$ cat src/rtl/cpu_pkg.sv
// Shared pipeline definitions: bundle layouts, exception bit indices and ecodes.
// Used by the MEM, WB and CSR stages.
package cpu_pkg;

  localparam int RF_ALL_W  = 53;
  localparam int CSR_RF_W  = 79;
  localparam int EXC_W     = 7;

  // Exception bundle bit indices, {INT, ADEF, ALE, BRK, INE, SYS, ertn}
  localparam int EXC_INT   = 6;
  localparam int EXC_ADEF  = 5;
  localparam int EXC_ALE   = 4;
  localparam int EXC_BRK   = 3;
  localparam int EXC_INE   = 2;
  localparam int EXC_SYS   = 1;
  localparam int EXC_ERTN  = 0;

  typedef enum logic [5:0] {
    ECODE_INT  = 6'h00,
    ECODE_ADEF = 6'h08,
    ECODE_ALE  = 6'h09,
    ECODE_SYS  = 6'h0B,
    ECODE_BRK  = 6'h0C,
    ECODE_INE  = 6'h0D
  } ecode_e;

  typedef struct packed {
    logic        csr_we;
    logic [13:0] csr_num;
    logic        rf_we;
    logic [4:0]  rf_waddr;
    logic [31:0] rf_wdata;
  } rf_all_t;

  typedef struct packed {
    logic        csr_we;
    logic [13:0] csr_num;
    logic [31:0] csr_wmask;
    logic [31:0] csr_wvalue;
  } csr_rf_t;

endpackage

$ cat src/rtl/wb_stage_if.sv
// MEM -> WB handshake and payload bus.
interface wb_stage_if;
  import cpu_pkg::*;

  logic                mem_to_wb_valid;
  logic                wb_allowin;
  logic [31:0]         mem_pc;
  logic [RF_ALL_W-1:0] mem_rf_all;
  logic [EXC_W-1:0]    mem_exc_rf;
  logic [CSR_RF_W-1:0] mem_csr_rf;
  logic [31:0]         mem_fault_vaddr;

  modport master (
    output mem_to_wb_valid, mem_pc, mem_rf_all, mem_exc_rf, mem_csr_rf, mem_fault_vaddr,
    input  wb_allowin
  );

  modport slave (
    input  mem_to_wb_valid, mem_pc, mem_rf_all, mem_exc_rf, mem_csr_rf, mem_fault_vaddr,
    output wb_allowin
  );

endinterface

$ cat src/rtl/wb_exc_encode.sv
// Exception priority encoder: INT > ADEF > ALE > BRK > INE > SYS.
module wb_exc_encode
  import cpu_pkg::*;
(
  input  logic                 valid,
  input  logic [EXC_W-1:1]     cause,
  input  logic [31:0]          pc,
  input  logic [31:0]          fault_vaddr,
  output logic                 ex,
  output logic [5:0]           ecode,
  output logic [8:0]           esubcode,
  output logic                 badv_we,
  output logic [31:0]          badv
);

  assign esubcode = 9'd0;

  always_comb begin
    ex      = 1'b0;
    ecode   = ECODE_INT;
    badv_we = 1'b0;
    badv    = '0;
    if (valid && (|cause)) begin
      ex = 1'b1;
      if (cause[EXC_INT]) begin
        ecode = ECODE_INT;
      end else if (cause[EXC_ADEF]) begin
        ecode   = ECODE_ADEF;
        badv_we = 1'b1;
        badv    = pc;
      end else if (cause[EXC_ALE]) begin
        ecode   = ECODE_ALE;
        badv_we = 1'b1;
        badv    = fault_vaddr;
      end else if (cause[EXC_BRK]) begin
        ecode = ECODE_BRK;
      end else if (cause[EXC_INE]) begin
        ecode = ECODE_INE;
      end else begin
        ecode = ECODE_SYS;
      end
    end
  end

endmodule

$ cat src/rtl/wb_stage.sv
// Write-back stage: commits register/CSR writes and raises exception or ertn
// flushes toward the earlier stages in the same cycle as the offending instruction.
module wb_stage
  import cpu_pkg::*;
(
  input  logic                clk,
  input  logic                resetn,
  wb_stage_if.slave           mem,
  output logic                rf_we,
  output logic [4:0]          rf_waddr,
  output logic [31:0]         rf_wdata,
  output logic [RF_ALL_W-1:0] wb_rf_all,
  output logic                wb_valid,
  output logic                csr_we,
  output logic [13:0]         csr_num,
  output logic [31:0]         csr_wmask,
  output logic [31:0]         csr_wvalue,
  output logic                wb_ex,
  output logic [5:0]          wb_ecode,
  output logic [8:0]          wb_esubcode,
  output logic [31:0]         wb_ex_pc,
  output logic                wb_badv_we,
  output logic [31:0]         wb_badv,
  output logic                ertn_flush,
  output logic                cancel_exc_ertn,
  output logic [31:0]         debug_wb_pc,
  output logic [3:0]          debug_wb_rf_we,
  output logic [4:0]          debug_wb_rf_wnum,
  output logic [31:0]         debug_wb_rf_wdata
);

  logic             vld_p1;
  logic [31:0]      pc_p1;
  rf_all_t          rf_p1;
  logic [EXC_W-1:0] exc_p1;
  csr_rf_t          csr_p1;
  logic [31:0]      fault_p1;

  logic vld;
  logic wb_ready_go;
  logic allowin;
  logic accept;
  logic rf_commit;
  logic csr_commit;
  logic rfall_csr_commit;

  assign wb_ready_go = 1'b1;
  // Outputs are forced quiet while reset is held, not just after the reset edge.
  assign vld         = vld_p1 & resetn;
  assign allowin     = ~vld | wb_ready_go | cancel_exc_ertn;
  assign accept      = mem.mem_to_wb_valid & allowin;
  assign mem.wb_allowin = allowin;

  // MEM -> WB register stage
  always_ff @(posedge clk) begin
    if (!resetn) begin
      vld_p1   <= 1'b0;
      pc_p1    <= '0;
      rf_p1    <= '0;
      exc_p1   <= '0;
      csr_p1   <= '0;
      fault_p1 <= '0;
    end else if (cancel_exc_ertn) begin
      vld_p1 <= 1'b0;
    end else begin
      vld_p1 <= accept;
      if (accept) begin
        pc_p1    <= mem.mem_pc;
        rf_p1    <= mem.mem_rf_all;
        exc_p1   <= mem.mem_exc_rf;
        csr_p1   <= mem.mem_csr_rf;
        fault_p1 <= mem.mem_fault_vaddr;
      end
    end
  end

  // Commit / flush stage (combinational from the latched payload)
  wb_exc_encode u_exc_encode (
    .valid       (vld),
    .cause       (exc_p1[EXC_W-1:1]),
    .pc          (pc_p1),
    .fault_vaddr (fault_p1),
    .ex          (wb_ex),
    .ecode       (wb_ecode),
    .esubcode    (wb_esubcode),
    .badv_we     (wb_badv_we),
    .badv        (wb_badv)
  );

  assign ertn_flush      = vld & exc_p1[EXC_ERTN] & ~wb_ex;
  assign cancel_exc_ertn = wb_ex | ertn_flush;

  assign rf_commit        = vld & rf_p1.rf_we  & ~wb_ex;
  assign csr_commit       = vld & csr_p1.csr_we & ~wb_ex;
  assign rfall_csr_commit = vld & rf_p1.csr_we  & ~wb_ex;

  assign wb_valid   = vld;
  assign rf_we      = rf_commit;
  assign rf_waddr   = resetn ? rf_p1.rf_waddr : '0;
  assign rf_wdata   = resetn ? rf_p1.rf_wdata : '0;
  assign csr_we     = csr_commit;
  assign csr_num    = resetn ? csr_p1.csr_num    : '0;
  assign csr_wmask  = resetn ? csr_p1.csr_wmask  : '0;
  assign csr_wvalue = resetn ? csr_p1.csr_wvalue : '0;
  assign wb_ex_pc   = resetn ? pc_p1 : '0;

  assign wb_rf_all = {rfall_csr_commit,
                      (resetn ? rf_p1.csr_num : 14'd0),
                      rf_commit, rf_waddr, rf_wdata};

  assign debug_wb_pc       = resetn ? pc_p1 : '0;
  assign debug_wb_rf_we    = {4{rf_commit}};
  assign debug_wb_rf_wnum  = rf_waddr;
  assign debug_wb_rf_wdata = rf_wdata;

endmodule

$ cat src/flat_wrapper.sv
// flat-port wrapper written by rule: the top's interface ports become plain ports
module wb_stage_flat import cpu_pkg::*;
  (clk, resetn, rf_we, rf_waddr, rf_wdata, wb_rf_all, wb_valid, csr_we, csr_num, csr_wmask, csr_wvalue, wb_ex, wb_ecode, wb_esubcode, wb_ex_pc, wb_badv_we, wb_badv, ertn_flush, cancel_exc_ertn, debug_wb_pc, debug_wb_rf_we, debug_wb_rf_wnum, debug_wb_rf_wdata, mem_mem_to_wb_valid, mem_mem_pc, mem_mem_rf_all, mem_mem_exc_rf, mem_mem_csr_rf, mem_mem_fault_vaddr, mem_wb_allowin);
  wb_stage_if mem_i ();
  input  logic clk;
  input  logic resetn;
  output logic rf_we;
  output logic [4:0] rf_waddr;
  output logic [31:0] rf_wdata;
  output logic [RF_ALL_W-1:0] wb_rf_all;
  output logic wb_valid;
  output logic csr_we;
  output logic [13:0] csr_num;
  output logic [31:0] csr_wmask;
  output logic [31:0] csr_wvalue;
  output logic wb_ex;
  output logic [5:0] wb_ecode;
  output logic [8:0] wb_esubcode;
  output logic [31:0] wb_ex_pc;
  output logic wb_badv_we;
  output logic [31:0] wb_badv;
  output logic ertn_flush;
  output logic cancel_exc_ertn;
  output logic [31:0] debug_wb_pc;
  output logic [3:0] debug_wb_rf_we;
  output logic [4:0] debug_wb_rf_wnum;
  output logic [31:0] debug_wb_rf_wdata;
  input wire logic [$bits(mem_i.mem_to_wb_valid)-1:0] mem_mem_to_wb_valid;
  input wire logic [$bits(mem_i.mem_pc)-1:0] mem_mem_pc;
  input wire logic [$bits(mem_i.mem_rf_all)-1:0] mem_mem_rf_all;
  input wire logic [$bits(mem_i.mem_exc_rf)-1:0] mem_mem_exc_rf;
  input wire logic [$bits(mem_i.mem_csr_rf)-1:0] mem_mem_csr_rf;
  input wire logic [$bits(mem_i.mem_fault_vaddr)-1:0] mem_mem_fault_vaddr;
  output wire logic [$bits(mem_i.wb_allowin)-1:0] mem_wb_allowin;
  assign mem_i.mem_to_wb_valid = mem_mem_to_wb_valid;
  assign mem_i.mem_pc = mem_mem_pc;
  assign mem_i.mem_rf_all = mem_mem_rf_all;
  assign mem_i.mem_exc_rf = mem_mem_exc_rf;
  assign mem_i.mem_csr_rf = mem_mem_csr_rf;
  assign mem_i.mem_fault_vaddr = mem_mem_fault_vaddr;
  assign mem_wb_allowin = mem_i.wb_allowin;
  wb_stage u_core (.clk(clk), .resetn(resetn), .mem(mem_i), .rf_we(rf_we), .rf_waddr(rf_waddr), .rf_wdata(rf_wdata), .wb_rf_all(wb_rf_all), .wb_valid(wb_valid), .csr_we(csr_we), .csr_num(csr_num), .csr_wmask(csr_wmask), .csr_wvalue(csr_wvalue), .wb_ex(wb_ex), .wb_ecode(wb_ecode), .wb_esubcode(wb_esubcode), .wb_ex_pc(wb_ex_pc), .wb_badv_we(wb_badv_we), .wb_badv(wb_badv), .ertn_flush(ertn_flush), .cancel_exc_ertn(cancel_exc_ertn), .debug_wb_pc(debug_wb_pc), .debug_wb_rf_we(debug_wb_rf_we), .debug_wb_rf_wnum(debug_wb_rf_wnum), .debug_wb_rf_wdata(debug_wb_rf_wdata));
endmodule
$ cat config.mk
export PLATFORM = sky130hd
export DESIGN_NAME = wb_stage_flat
export DESIGN_NICKNAME = d
export VERILOG_FILES = /design/src/rtl/cpu_pkg.sv /design/src/rtl/wb_stage_if.sv /design/src/rtl/wb_exc_encode.sv /design/src/rtl/wb_stage.sv /design/src/flat_wrapper.sv
export SDC_FILE = /design/constraint.sdc
export NUM_CORES = 1
export LEC_CHECK = 0
export BUFFER_PORTS_ARGS = -buffer_cell sky130_fd_sc_hd__buf_4
export CAP_MARGIN = 20
export CORE_AREA = 5 5 206 208
export DETAILED_ROUTE_END_ITERATION = 7
export DIE_AREA = 0 0 211 213
export GPL_TIMING_DRIVEN = 0
export PLACE_DENSITY = 0.56
export SLEW_MARGIN = 20
export SYNTH_ARGS = -nofsm -noshare
export SYNTH_HDL_FRONTEND = slang
export SYNTH_HIERARCHICAL = 1
export SYNTH_SLANG_ARGS = --single-unit
$ cat constraint.sdc
create_clock -name clk -period 2.6 [get_ports clk]
set_clock_uncertainty 0.15 [all_clocks]
set_input_delay 0 -clock clk [delete_from_list [all_inputs] [get_ports clk]]
set_output_delay 0 -clock clk [all_outputs]
set_load 0.01 [all_outputs]
## After elaboration in Yosys (flattened, before gate mapping)

Cells that the tools add are included.

- Bits in registers: 204
- Bits of input ports: 206
- Output and inout port bits: 328
- Word-level logic and storage cells: 52

- Mux-type cells: 22
- Bitwise operators: 13
- Reductions and logical operators: 4

Operators by type and width:

| operator | number |
|---|---|
| $mux 32 | 8 |
| $mux 14 | 2 |
| $mux 3 | 4 |
| $and 1x1->1 | 9 |
| $mux 4 | 2 |
| $reduce_or 6->1 | 1 |
| $mux 1 | 5 |
| $mux 5 | 1 |
| $not 1->1 | 3 |
| $reduce_and 2->1 | 1 |
| $reduce_or 2->1 | 1 |
| $logic_and 1x1->1 | 1 |
| $or 1x1->1 | 1 |

## Longest topological paths before layout

Gate-level depths: netlist of the first run.

- Word-level depth: 8
- Depth in mapped cells: 8
- Gate-level depth less buffers: 5

## Hierarchy

Netlist of the first run, hierarchy kept.

Modules (own cells, without submodules):

| module | times used | cells an instance | area each (um^2) | seq. area each (um^2) |
|---|---|---|---|---|
| wb_stage | 1 | 1166 | 9611.7 | 4083.9 |
| wb_exc_encode | 1 | 67 | 566.8 | 0.0 |

## Worst setup path after synthesis of the first run

Ideal clock, no wire load.

- Kind: register to register
- Start point: register u_core.exc_p1[1]
- End point: register u_core/csr_p1[0] in the netlist's numbering
- Library setup time: 0.072 ns
- Arrival time: 1.902 ns
- Required time: 2.378 ns
- Setup slack: 0.476 ns
- Cell stages (with the launch flop): 9
- Buffers on the path: 3
- Clock period less this slack: 2.124 ns
- Cells stage by stage: dfxtp_1 -> nor4_1 -> a21boi_0 -> nand2b_1 -> a21oi_1 -> buf_2 -> buf_6 -> buf_8 -> mux2i_1

- Cells in the longest elaborated chain, start to end: 8

Ends and longest elaborated chain:

| what | line | text |
|---|---|---|
| from (decl) | wb_stage.sv:35 | `logic [EXC_W-1:0] exc_p1;` |
| from (signal assigned) | wb_stage.sv:70 | `exc_p1 <= mem.mem_exc_rf;` |
| $reduce_or 6->1 (*) | wb_exc_encode.sv:23 | `if (valid && (\|cause)) begin` |
| $logic_and 1x1->1 (*) | wb_exc_encode.sv:23 |  |
| $mux 1 (*) | wb_exc_encode.sv:23 |  |
| named net wb_ex | flat_wrapper.sv:16 | `output logic wb_ex;` |
| $not 1->1 | wb_stage.sv:90 | `assign ertn_flush = vld & exc_p1[EXC_ERTN] & ~wb_ex;` |
| $and 1x1->1 | wb_stage.sv:90 |  |
| $or 1x1->1 (*) | wb_stage.sv:91 | `assign cancel_exc_ertn = wb_ex \| ertn_flush;` |
| $not 1->1 (no source line) (*) | -- |  |
| $reduce_and 2->1 (no source line) (*) | -- |  |
| to (signal assigned) | wb_stage.sv:71 | `csr_p1 <= mem.mem_csr_rf;` |
| to (decl) | wb_stage.sv:36 | `csr_rf_t csr_p1;` |

Mark *: on every way through the listed nets, which the timed path passes. The rest lies on a longest branch.
A chain may end at the register's enable or synchronous reset.

## Worst setup path after layout of the first run

- Start point: register u_core.exc_p1[1]
- End point: register u_core/csr_p1[1] in the netlist's numbering

- Cells in the longest elaborated chain, start to end: 8

Ends and longest elaborated chain:

| what | line |
|---|---|
| $reduce_or 6->1 (*) | wb_exc_encode.sv:23 |
| $logic_and 1x1->1 (*) | wb_exc_encode.sv:23 |
| $mux 1 (*) | wb_exc_encode.sv:23 |
| $not 1->1 | wb_stage.sv:90 |
| $and 1x1->1 | wb_stage.sv:90 |
| $or 1x1->1 (*) | wb_stage.sv:91 |
| $not 1->1 (no source line) (*) | -- |
| $reduce_and 2->1 (no source line) (*) | -- |

Every way passes the cells marked *; elsewhere a longest branch is shown, timed or not.

==> run metrics, run 1 <==
initial core utilization 25.2%; Routed WL per cell ~16 um; Port Buffers 521; final WL 40600 um; Num Clock Sinks 204; simple-gate area share of the yosys netlist 16.3%; vias in the first global route 10831; Slew headroom 39.3%; Clock Path Buffers 3; Die Y 213 um; io pins 534; die area 44900 um2; DRT iter0 DRCs 366; max-slew violations 0; largest family of logic cells by synthesized area buffers and inverters; Synthesis Warnings 6; Clk pwr share 39.4%; TNS Setup 0 ns; min Tclk post-route around 2.4 ns; Pleak 10.1 nW; Peak VDD IR 379 uV; Std-Cell Core Area 40400 um2; Sequential Power Share 39.4%; post-synth cell types 25; Finished Cell Area around 18000 um2; Synth Instances roughly 1200; placed insts 2296; Compound-Gate Fraction of Synth Area 3.00%; Post-synth EDFFs 0; biggest cell delay along the critical path 0.38 ns; hold path depth 6; post-synthesis sequential area ratio 40.1%; Area Growth Syn to Fin 73.4%; Synth top cells by count 406 x nand2_1, 204 x dfxtp_1, 203 x mux2i_1; Fmax 408 MHz; Post-CTS Setup Inserts 0; crit path cell chain nor4_2 -> a21boi_1 -> nand2b_1 -> a21oi_1 -> buf_2 -> buf_6 -> buf_8 -> mux2i_1; critical path class reg2reg; Reg clk slew, reported paths about 0.06 ns; top cells by area, synth dfxtp_1 40%, mux2i_1 20%, nand2_1 15%; CP Buf/Inv Count 3; layout cells sized above 1 approximately 36%; Cell Area, Synth ~10000 um2; R2R Path End u_core/csr_p1[1]; status finished, final reports clean; Final Hold Vio Count 0; Worst-Margin Slew 0.910 ns; Hold Crit Class in2reg; post-synth top area share 40.1%; hold wc startpoint mem_mem_to_wb_valid; worst hold margin 0.0553 ns; mux cell area share after synthesis 20.0%; initial antenna violation count 1; prevailing post-synth register cell dfxtp_1; worst path arrival time 2.75 ns; final setup fails 0; Layout Cells excl Fill 2545; CTS tree yes; clock latency on the worst-skew pair 0.52 ns; placer congestion estimate 0.860; Mean Syn Cell Area between 8 and 9 um2; CP delay by family, top buffers and inverters; GRT Total Usage 16.8%; Power per Cell Area 495 nW/um2; max_cap viols 0; Post-DP Area 14800 um2; Post-DRT Antenna Nets 0; Combinational Power Share 21.1%; worst r2r src u_core/exc_p1[1]; Crit path required time 2.90 ns; setup ws final 0.152 ns; Via Count 10425; Slowest-stage cell, CP nor4_2; TritonRoute pass-1 iters 5; Power Total a little under 9 mW; Die Wd 211 um; CP startpoint kind register; Vias/cell 4.10; Adder-Cell Fraction of Synth Area 0%; clock root buffer clkbuf_16; most common cell in the synthesized netlist nand2_1; RSZ-0062 raised after global routing false; final worst-path cycle share 94.2%; pin count of the biggest net entering global routing 13; hold worst-path end u_core/pc_p1[10]; DRC Markers 0; Sw Ratio 26.1%; NetSw between 2 and 2.5 mW; row count 74; Finished Core Util 43.7%; Synth async-reset ratio 0%; cell taking the most area after synthesis dfxtp_1; xor and xnor fraction of the mapped netlist area 0%; Congestion Overflow GR 0; Crit. End Element register; Final nets ~2200; CTS buffer count 26; R2R setup slack 0.15 ns; dpl ws -0.108 ns; detailed-placement wirelength estimate 31300 um; first-pass GRT wire length 60600 um; H-tree levels 1; Synth Register Bits just over 200; worst-path fanout max 10; internal power 6.45 mW; r2r worst-path depth 8
-- kinds of logic after synthesis --
| kind of cell | after synthesis |
|---|---|
| muxes | 203 |
| and+or+nand+nor | 427 |
| buffers and inverters | 361 |
| other | 2 |
| DFF | 204 |
| AOI/OAI and AO/OA | 36 |
-- placed cells by master (no fill, tap or decap), types with 2 or more instances in the layout --
master and instances:
buf_8 13, buf_2 6, nor2_1 4, buf_6 13, clkbuf_8 3, a22o_1 32
dfxtp_1 204, clkbuf_16 27, clkinv_2 2, conb_1 12, a21oi_1 2, and2_1 4
buf_4 649, clkbuf_1 50, inv_1 161, mux2i_1 203, dlygate4sd3_1 203, nand2_1 406
nand2b_1 3
-- area by class of cell --
class	count	area, um2
antenna	1	2.50
buffer	200	1480
clock buffer	40	754
clock inverter	5	56.3
fill	3970	22700
inverter	161	604
multi-input combinational	678	4060
sequential	204	4080
tap	532	666
timing repair buffer	724	5940
-- sequential cells by signal, indices dropped and copies added, names as in the netlist --
register         count
u_core/pc_p1        32
u_core/exc_p1        7
u_core/rf_p1        53
u_core/fault_p1     32
u_core/csr_p1       79
u_core/vld_p1        1
-- repair_timing --
action / 4_1_cts / 5_1_grt
endpoints found under the setup margin: 166 / 5
hold buffers: 203 / 0
pin swaps: 0 / 0
hold endpoints to repair: 203 / 0
gates resized for setup: 3 / 1
-- power groups by stage --
stage	Combinational [mW]	Sequential, mW	Clock (mW)
final	1.85	3.44	3.44
after global routing	2.00	3.46	3.68
after CTS	1.86	3.44	3.57
after detailed placement	1.59	3.50	0
after global placement	1.57	3.50	0
after floorplan	0.856	3.48	0
-- worst reg2reg max path, stage by stage, from the launching register on --
cell      delay [ns]
dfxtp_1         0.36
nor4_2          0.38
a21boi_1        0.26
nand2b_1        0.21
a21oi_1         0.10
buf_2           0.22
buf_6           0.26
buf_8           0.20
mux2i_1         0.22
-- worst max-delay path by stage --
stage,slack [ns],from,cells past startpoint,end
final,0.15,u_core/exc_p1[1],8,u_core/csr_p1[1]
after global routing,0.002,u_core/exc_p1[1],8,u_core/csr_p1[32]
after CTS,0.06,u_core/exc_p1[1],6,debug_wb_rf_we[1]
after detailed placement,-0.11,u_core/exc_p1[1],8,u_core/csr_p1[45]
after global placement,-0.11,u_core/exc_p1[2],8,u_core/csr_p1[33]
after floorplan,0.48,u_core/exc_p1[1],8,u_core/csr_p1[0]
-- metal layers --
layer | global-route usage (%) | up-vias | wire length [um]
li1 | - | 5202 | -
met1 | 20.5 | 4831 | 16700
met2 | 30.4 | 338 | 20400
met3 | 2.81 | 54 | 2590
met4 | 4.54 | 0 | 881
met5 | 0 | - | 0
Note: power is estimated with default switching activity, not from simulation.
==> run 2: changes to the inputs <==
--- a/config.mk
+++ b/config.mk
@@ -5,11 +5,12 @@
 export SDC_FILE = /design/constraint.sdc
 export NUM_CORES = 1
 export LEC_CHECK = 0
+export ABC_AREA = 1
 export BUFFER_PORTS_ARGS = -buffer_cell sky130_fd_sc_hd__buf_4
 export CAP_MARGIN = 20
-export CORE_AREA = 5 5 206 208
+export CORE_AREA = 5 5 205 207
 export DETAILED_ROUTE_END_ITERATION = 7
-export DIE_AREA = 0 0 211 213
+export DIE_AREA = 0 0 210 212
 export GPL_TIMING_DRIVEN = 0
 export PLACE_DENSITY = 0.56
 export SLEW_MARGIN = 20
==> run 2 against run 1 <==
Maximum frequency barely moved. Routed wire length rose by 5.5%. Final area barely moved. Highest routed layer is now met5.
==> run metrics, run 2 <==
status finished, final reports clean (unchanged); Slew headroom 53.2% (was 39.3%); Congestion Overflow GR 0 (unchanged); Clock Path Buffers 3 (unchanged); Num Clock Sinks 204 (unchanged); final WL 42900 um (was 40600 um); prevailing post-synth register cell dfxtp_1 (unchanged); met2 usage 32.3% (was 30.4%); Worst-Margin Slew 0.702 ns (was 0.910 ns); cell taking the most area after synthesis dfxtp_1 (unchanged); Final Hold Vio Count 0 (unchanged); Synth Instances 1461 (was 1233); Synth Register Bits 204 (unchanged); max FFs per register 79 (unchanged); TritonRoute pass-1 iters 5 (unchanged); final setup fails 0 (unchanged); Synth async-reset ratio 0% (unchanged); Die Wd 210 um (was 211 um); Post-synth EDFFs 0 (unchanged); io pins 534 (unchanged); CTS tree yes (unchanged); pin count of the biggest net entering global routing 13 (unchanged); Final nets 2438 (was 2201); Synth top cells by count 343 x nand2_1, 281 x nor2_1, 213 x inv_1 (was 406 x nand2_1, 204 x dfxtp_1, 203 x mux2i_1); Reg clk slew, reported paths 0.06 ns (about the same); Mean Syn Cell Area 6.86 um2 (was 8.26 um2); Routed WL per cell 15.4 um (was 16.0 um); critical path class reg2out (was reg2reg); Fillers 4139 (was 3970); worst-path fanout max 10 (unchanged); max_cap viols 0 (unchanged); die area 44500 um2 (was 44900 um2); Top Registers u_core/csr_p1: 79 flops, u_core/rf_p1: 53 flops (unchanged); clock latency on the worst-skew pair 0.52 ns (about the same); final worst-path cycle share 94.2% (about the same); Cell Area, Synth 10000 um2 (was 10200 um2); most common cell after layout, fill and taps aside buf_4 (unchanged); post-synth top area share 40.7% (was 40.1%); most frequent cells in the layout 670 x buf_4, 343 x nand2_1, 280 x nor2_1, 210 x inv_1, 208 x dlygate4sd3_1 (was 649 x buf_4, 406 x nand2_1, 204 x dfxtp_1, 203 x dlygate4sd3_1, 203 x mux2i_1); Vias/cell 4.06 (was 4.10); top cells by area, synth dfxtp_1 41%, nand2_1 13%, buf_4 11% (was dfxtp_1 40%, mux2i_1 20%, nand2_1 15%); Peak VDD IR 339 uV (was 379 uV); RSZ-0062 raised after global routing false (unchanged); GRT busiest layer met2 (unchanged); Power Total 9.40 mW (was 8.73 mW); CP startpoint kind register (unchanged); clock root buffer clkbuf_16 (unchanged); Pleak 9.94 nW (was 10.1 nW); H-tree levels 1 (unchanged); DRC Markers 0 (unchanged); Crit. End Element primary output (was register); initial core utilization 25.0% (was 25.2%); R2R setup slack 0.15 ns (about the same); row count 74 (unchanged); Port Buffers 520 (was 521); Post-DRT Antenna Nets 0 (unchanged); Synthesis Warnings 6 (unchanged); post-synthesis sequential area ratio 40.7% (was 40.1%); Die Y 212 um (was 213 um); post-synth cell types 23 (was 25); min Tclk post-route 2.45 ns (about the same); placer congestion estimate 0.872 (was 0.860); Std-Cell Core Area 40200 um2 (was 40400 um2); vias in the first global route 11528 (was 10831); GR Util met1 21.2% (was 20.5%); detailed-placement wirelength estimate 33100 um (was 31300 um); most common cell in the synthesized netlist nand2_1 (unchanged); layout cells sized above 1 37.8% (was 35.8%); Via Count 11298 (was 10425); Crit path required time 2.45 ns (was 2.90 ns); max-slew violations 0 (unchanged); Largest Register u_core/csr_p1 (unchanged); CTS buffer count 25 (was 26); worst hold margin 0.0210 ns (was 0.0553 ns); FF/Latch Area 4080 um2 (unchanged); initial antenna violation count 4 (was 1); GR Util met3 4.94% (was 2.81%); first-pass GRT wire length 63800 um (was 60600 um); Fmax 408 MHz (about the same); Area Growth Syn to Fin 75.9% (was 73.4%); area of the multi-input gates 3790 um2 (was 4060 um2); Hold Crit Class in2reg (unchanged); Power per Cell Area 533 nW/um2 (was 495 nW/um2); GRT Total Usage 17.9% (was 16.8%); worst path arrival time 2.30 ns (was 2.75 ns); DRT iter0 DRCs 483 (was 366)
-- run 2: path summary, 6_finish.rpt --
path | from | endpoint | depth (start not counted)
setup / recovery | u_core/exc_p1[5] | debug_wb_rf_we[3] | 9
hold reg to reg | u_core/csr_p1[31] | u_core/csr_p1[31] | 2
hold / removal | resetn | u_core/csr_p1[31] | 4
setup reg to reg | u_core/exc_p1[5] | u_core/csr_p1[62] | 13
-- run 2: final cells by class --
type	instances	area share (%)
tap	532	3.77
buffer	208	8.09
sequential	204	23.2
timing repair buffer	734	34.2
multi-input combinational	845	21.5
clock inverter	12	0.645
clock buffer	33	4.00
inverter	214	4.59
antenna	3	0.0426
-- run 2: critical path: stages (launching register included) --
cell        delay (ns)
dfxtp_1           0.31
buf_4             0.17
nor2_4            0.14
nand3_2           0.10
nand2_4           0.11
buf_8             0.15
clkinvlp_4        0.18
nor3_4            0.33
buf_4             0.17
buf_4             0.11
-- run 2: where the power goes --
part | switching, mW | total [mW] | leakage, nW | internal (mW)
registers | 0.115 | 3.55 | 1.70 | 3.44
logic | 1.15 | 2.35 | 7.83 | 1.20
clock network | 1.40 | 3.50 | 0.416 | 2.10
total | 2.67 | 9.40 | 9.94 | 6.74
-- run 2: metal layers --
layer | vias up | wire [um]
met5 | - | 11
met4 | 2 | 884
met3 | 54 | 3340
met2 | 371 | 21600
met1 | 5096 | 17100
li1 | 5775 | -
-- run 2: stage by stage --
stage                     setup WS, ns  std cells  util (%)  area (um2)  TNS [ns]
after detailed placement        -0.561       2523      36.4       14600    -65.62
final                            0.150       2785      43.9       17600         0
after floorplan                  0.512       1471         -       10100         0
after global routing            0.0199       2783      43.9       17600         0
after CTS                      -0.0334       2777      43.7       17600    -0.151
after global placement          -0.535       2523      36.4       14600    -58.89
-- run 2: repair_timing --
item	4_1_cts	5_1_grt
setup endpoints to repair	145	196
hold endpoints to repair	203	0
resized for setup	6	9
hold buffers	208	0
buffers inserted	1	5
gates cloned	0	0
pin swaps	1	2
-- run 2: kinds of logic (layout without fill, tap and decap cells) --
family | Yosys count | after routing | synth area share (%)
and+or+nand+nor | 669 | 669 | 25.9
buffers and inverters | 422 | 1201 | 22.1
DFF | 204 | 204 | 40.7
AOI/OAI and AO/OA | 164 | 164 | 11.2
other | 2 | 15 | 0.0749
